### config.mk
export PLATFORM = sky130hd
export DESIGN_NAME = pulse_stream_rr_arbiter
export DESIGN_NICKNAME = d
export VERILOG_FILES = /design/src/rtl/pulse_stream_rr_arbiter.sv
export SDC_FILE = /design/constraint.sdc
export NUM_CORES = 1
export LEC_CHECK = 0
export ABC_AREA = 1
export ABC_CLOCK_PERIOD_IN_PS = 8800
export CORE_ASPECT_RATIO = 1.4
export CORE_UTILIZATION = 44
export DETAILED_ROUTE_END_ITERATION = 10
export PLACE_DENSITY = 0.81
export SYNTH_ARGS = -nofsm -noshare
export SYNTH_HDL_FRONTEND = slang
export SYNTH_SLANG_ARGS = --single-unit
### constraint.sdc
create_clock -name clk -period 8.8 [get_ports clk]
set_input_delay 2.64 -clock clk [delete_from_list [all_inputs] [get_ports clk]]
set_output_delay 2.64 -clock clk [all_outputs]
set_load 0.02 [all_outputs]
### src/rtl/pulse_stream_rr_arbiter.sv
// pulse_stream_rr_arbiter: merges sparse per-source pulses into one round-robin ready/valid tile stream
//   clk, rst_n (sync, active-low) | pulse_valid/pulse_vec: per-source strobe + tile
//   out_valid/out_ready/out_vec/out_src: registered output beat tagged with source
//   drop_cnt: per-source saturating lost-pulse count | busy: any slot or beat pending
module pulse_stream_rr_arbiter #(
  parameter int NUM_SRC = 4,
  parameter int TILE_SIZE = 4,
  parameter int DATA_WIDTH = 16,
  parameter int DROP_CNT_W = 8,
  localparam int SRC_W = $clog2(NUM_SRC)
) (
  input  logic clk,
  input  logic rst_n,
  input  logic [NUM_SRC-1:0] pulse_valid,
  input  logic signed [NUM_SRC-1:0][TILE_SIZE-1:0][DATA_WIDTH-1:0] pulse_vec,
  output logic out_valid,
  input  logic out_ready,
  output logic signed [TILE_SIZE-1:0][DATA_WIDTH-1:0] out_vec,
  output logic [SRC_W-1:0] out_src,
  output logic [NUM_SRC-1:0][DROP_CNT_W-1:0] drop_cnt,
  output logic busy
);
  logic [NUM_SRC-1:0] slot_valid;
  logic [TILE_SIZE-1:0][DATA_WIDTH-1:0] slot_vec [NUM_SRC];
  logic [SRC_W-1:0] rr_ptr, gnt, idx;
  logic gnt_valid, fire, out_free;
  assign fire = out_valid & out_ready;
  assign out_free = !out_valid | fire;
  assign busy = |slot_valid | out_valid;
  // scan from the farthest slot back to rr_ptr so the nearest valid slot wins
  always_comb begin
    gnt_valid = 1'b0;
    gnt = '0;
    idx = '0;
    for (int k = NUM_SRC - 1; k >= 0; k--) begin
      idx = SRC_W'((int'(rr_ptr) + k) % NUM_SRC);
      if (out_free && slot_valid[idx]) begin
        gnt_valid = 1'b1;
        gnt = idx;
      end
    end
  end
  always_ff @(posedge clk) begin
    if (!rst_n) begin
      slot_valid <= '0;
      out_valid <= 1'b0;
      out_vec <= '0;
      out_src <= '0;
      drop_cnt <= '0;
      rr_ptr <= '0;
    end else begin
      if (gnt_valid) begin
        out_vec <= slot_vec[gnt];
        out_src <= gnt;
        out_valid <= 1'b1;
        slot_valid[gnt] <= 1'b0;
        rr_ptr <= (gnt == SRC_W'(NUM_SRC - 1)) ? '0 : gnt + 1'b1;
      end else if (fire) begin
        out_valid <= 1'b0;
      end
      // a slot emptied by this cycle's grant can refill at once; written after the clear so it wins
      for (int i = 0; i < NUM_SRC; i++) begin
        if (pulse_valid[i]) begin
          if (!slot_valid[i] || (gnt_valid && gnt == SRC_W'(i))) begin
            slot_valid[i] <= 1'b1;
            slot_vec[i] <= pulse_vec[i];
          end else if (drop_cnt[i] != '1) begin
            drop_cnt[i] <= drop_cnt[i] + 1'b1;
          end
        end
      end
    end
  end
endmodule

==> results by group <==
Yosys
  – Ys async rst share: 0%
  – Synth Register Bits: 361
  – Mapped Area: 14280 µm²
  – EDFF count, synth: 256
  – Top cells by count, synth: edfxtp_1 (256), nand2_1 (256), nor2_1 (174)
  – Cell taking the most area after synthesis: edfxtp_1
  – Post-synthesis cell count: 1304
  – Largest cells by area after synthesis: edfxtp_1 (54%), dfxtp_1 (15%), nand2_1 (6.7%)
  – Synth cell types: 33
  – Sequential fraction of the synthesis area: 68.54%
  – Syn avg cell area: 10.95 µm²
  – Yosys warnings: 0
  – Post-synth top area share: 53.82%
  – Dominant synthesized flop cell: edfxtp_1
  – Post-synth net total: 1572

Detailed routing
  – Wl on met1: 14140 µm
  – Routed WL: 39580 µm
  – Via density: 5.280
  – TritonRoute pass-1 iters: 5
  – Top sig layer: met4
  – Initial DRC count: 867
  – Wirelength per Cell: 19.07 µm
  – Met3 routed WL: 2735 µm
  – Drc violations: 0
  – Total number of vias: 10960
  – Antenna viol nets, final: 0
  – Metal2 WL: 20710 µm

Clocking
  – Clock network latency to the later pin of the worst-skew pair: 0.52 ns
  – Clock transition at path regs: 0.06 ns
  – Cts hold-fix bufs: 0
  – H-tree Lvls: 2
  – Clock root cell: clkbuf_16
  – CTS resizes: 0
  – CTS max path bufs: 3
  – CTS tree: done
  – Post-CTS setup buffer count: 0
  – CTS sink count: 361
  – CTS buffer count: 36

Die
  – Die area: 33200 µm²
  – Starting Density: 44.93%
  – Die Width: 154.3 µm
  – Die Y: 215.2 µm
  – Area of the core: 31790 µm²
  – Num rows: 77
  – I/O pin count: 363

Critical path
  – Most frequent CP cell: nand2_1
  – WP data arrival: 6.23 ns
  – Cell Chain, Critical Path: clkdlybuf4s50_1 > inv_1 > nand2_1 > nand2_1 > nor2_1 > nand2_1 > nand3_1 > nand2_2 > nand2_4 > a21oi_2 > nor2_4 > buf_4
  – WS Path Type: primary input to flop
  – Worst-path fanout max: 69
  – Setup crit start kind: primary input
  – Required @ worst endpoint: 8.95 ns
  – Slowest CP cell: nor2_4
  – CP Capture Type: flop
  – CP max stage delay: 0.75 ns

GRT
  – First-pass GRT wire length: 60040 µm
  – Largest net degree at the start of global routing: 89
  – Congestion Overflow GR: 0
  – Vias in the first global route: 11150
  – GR Util All Layers: 23.75%
  – Initial antenna violation count: 9

STA
  – Fin crit share: 69.14%
  – Setup TNS: 0 ns
  – Fin. max-slew vios: 0
  – RSZ-0062 raised after global routing: no
  – Fin. Hold Viols: 0
  – Fmax: 0.1644 GHz
  – Endpoints failing setup: 0
  – Slew HR: 29.95%
  – Slew @ Worst Pin: 1.051 ns
  – Final min period: 6.084 ns
  – Worst Skew: 0.01289 ns

Flow run
  – Max cap viols: 0

Placement
  – PortBufs: 362
  – GPL Wtd Cong: 0.9204
  – HPWL Detailed: 26260 µm

Power and ir drop
  – Worst vdd rail ir drop: 0.2003 mV
  – PwrDens: 327.8 nW/µm²
  – Leak pwr: 7.173 nW
  – Pwr Total: 0.006299 W

Cells and area
  – FILL cells: 2559
  – Net count reported at finish: 1912
  – Share of layout cells above drive strength 1: 6.228%
  – Register area: 9789 µm²
  – Area of the multi-input gates: 3840 µm²
  – P&R area growth vs syn: 34.54%

Min path
  – Hold Path Class: flop to flop

Run status
  – Status: finished clean
==> worst max-delay path, delay by kind of cell <==
family / cells / cell delay (ns)
simple gates: 8 / 2.08
buf+inv: 3 / 1.11
compound gates: 1 / 0.34
==> logic make-up after synthesis <==
logic type / count (synthesis) / share of synthesized area (%)
adders and majority gates: 5 / 0.4380
and+or+nand+nor: 572 / 17.01
DFF: 361 / 68.54
AOI/OAI and AO/OA: 206 / 7.971
buffers and inverters: 142 / 4.940
xor gates and xnor gates: 18 / 1.104
==> routing by layer <==
metal / global-route usage [%] / vias up
li1: - / 5164
met1: 25.95 / 5212
met2: 42.89 / 474
met3: 4.336 / 105
met4: 13.70 / 0
met5: 0 / -
==> flip-flops by register name, summed over array words and instances (netlist names) <==
register / cells
drop_cnt: 32
out_src: 2
out_valid: 1
out_vec: 64
rr_ptr: 2
slot_valid: 4
slot_vec: 256
==> final timing paths <==
| kind | end | slack (ns) | startpoint | cells after the start |
|---|---|---|---|---|
| worst max-delay path | slot_vec[3][18] | 2.72 | out_ready | 12 |
| worst min-delay path | drop_cnt[20] | 0.49 | drop_cnt[20] | 2 |
| worst max register to register | slot_vec[3][18] | 4.73 | rr_ptr[0] | 11 |
| worst min register to register | drop_cnt[20] | 0.49 | drop_cnt[20] | 2 |
==> per-stage QoR <==
step | cells | utilization, % | cell area, µm² | worst slack (ns) | hold WS, ns
final | 2075 | 60.44 | 19220 | 2.716 | 0.4887
after global routing | 2074 | 60.44 | 19210 | 2.402 | 0.5036
after CTS | 2065 | 60.37 | 19190 | 2.630 | 0.4918
after detailed placement | 2001 | 56.90 | 18090 | 2.076 | 0.4773
after global placement | 2001 | 56.90 | 18090 | 2.205 | 0.4730
after floorplan | 1304 | - | 14290 | 1.785 | 0.5072
==> report_power, final <==
group	leakage [nW]	switching [W]	internal [W]
clock	0.545	0.000627	0.000823
combinational	3.39	0.00176	0.000867
sequential	3.24	0.000119	0.00210
==> layout by cell type (no fill, tap or decap), drive strengths merged <==
master and count:
buf 12, nand2 262, bufinv 1, nor2 176, nand4 20, dfxtp 105, xor2 14, a21oi 42
ha 5, o21ai 120, o211ai 27, o21a 1, edfxtp 256, clkbuf 49, or2 10, xnor2 4
inv 72, a31oi 16, clkdlybuf4s50 361, nor3b 3, clkinvlp 1, nand3 94, clkinv 12, nor3 7
diode 10
==> layout make-up <==
| cell class | count | share of cell area, % |
|---|---|---|
| tap | 395 | 2.572 |
| clock buffer | 49 | 5.157 |
| clock inverter | 15 | 0.5730 |
| inverter | 71 | 1.387 |
| sequential | 361 | 50.94 |
| timing repair buffer | 373 | 19.26 |
| antenna | 10 | 0.1302 |
| multi-input combinational | 801 | 19.98 |
Power figures use the tool's default switching activity.
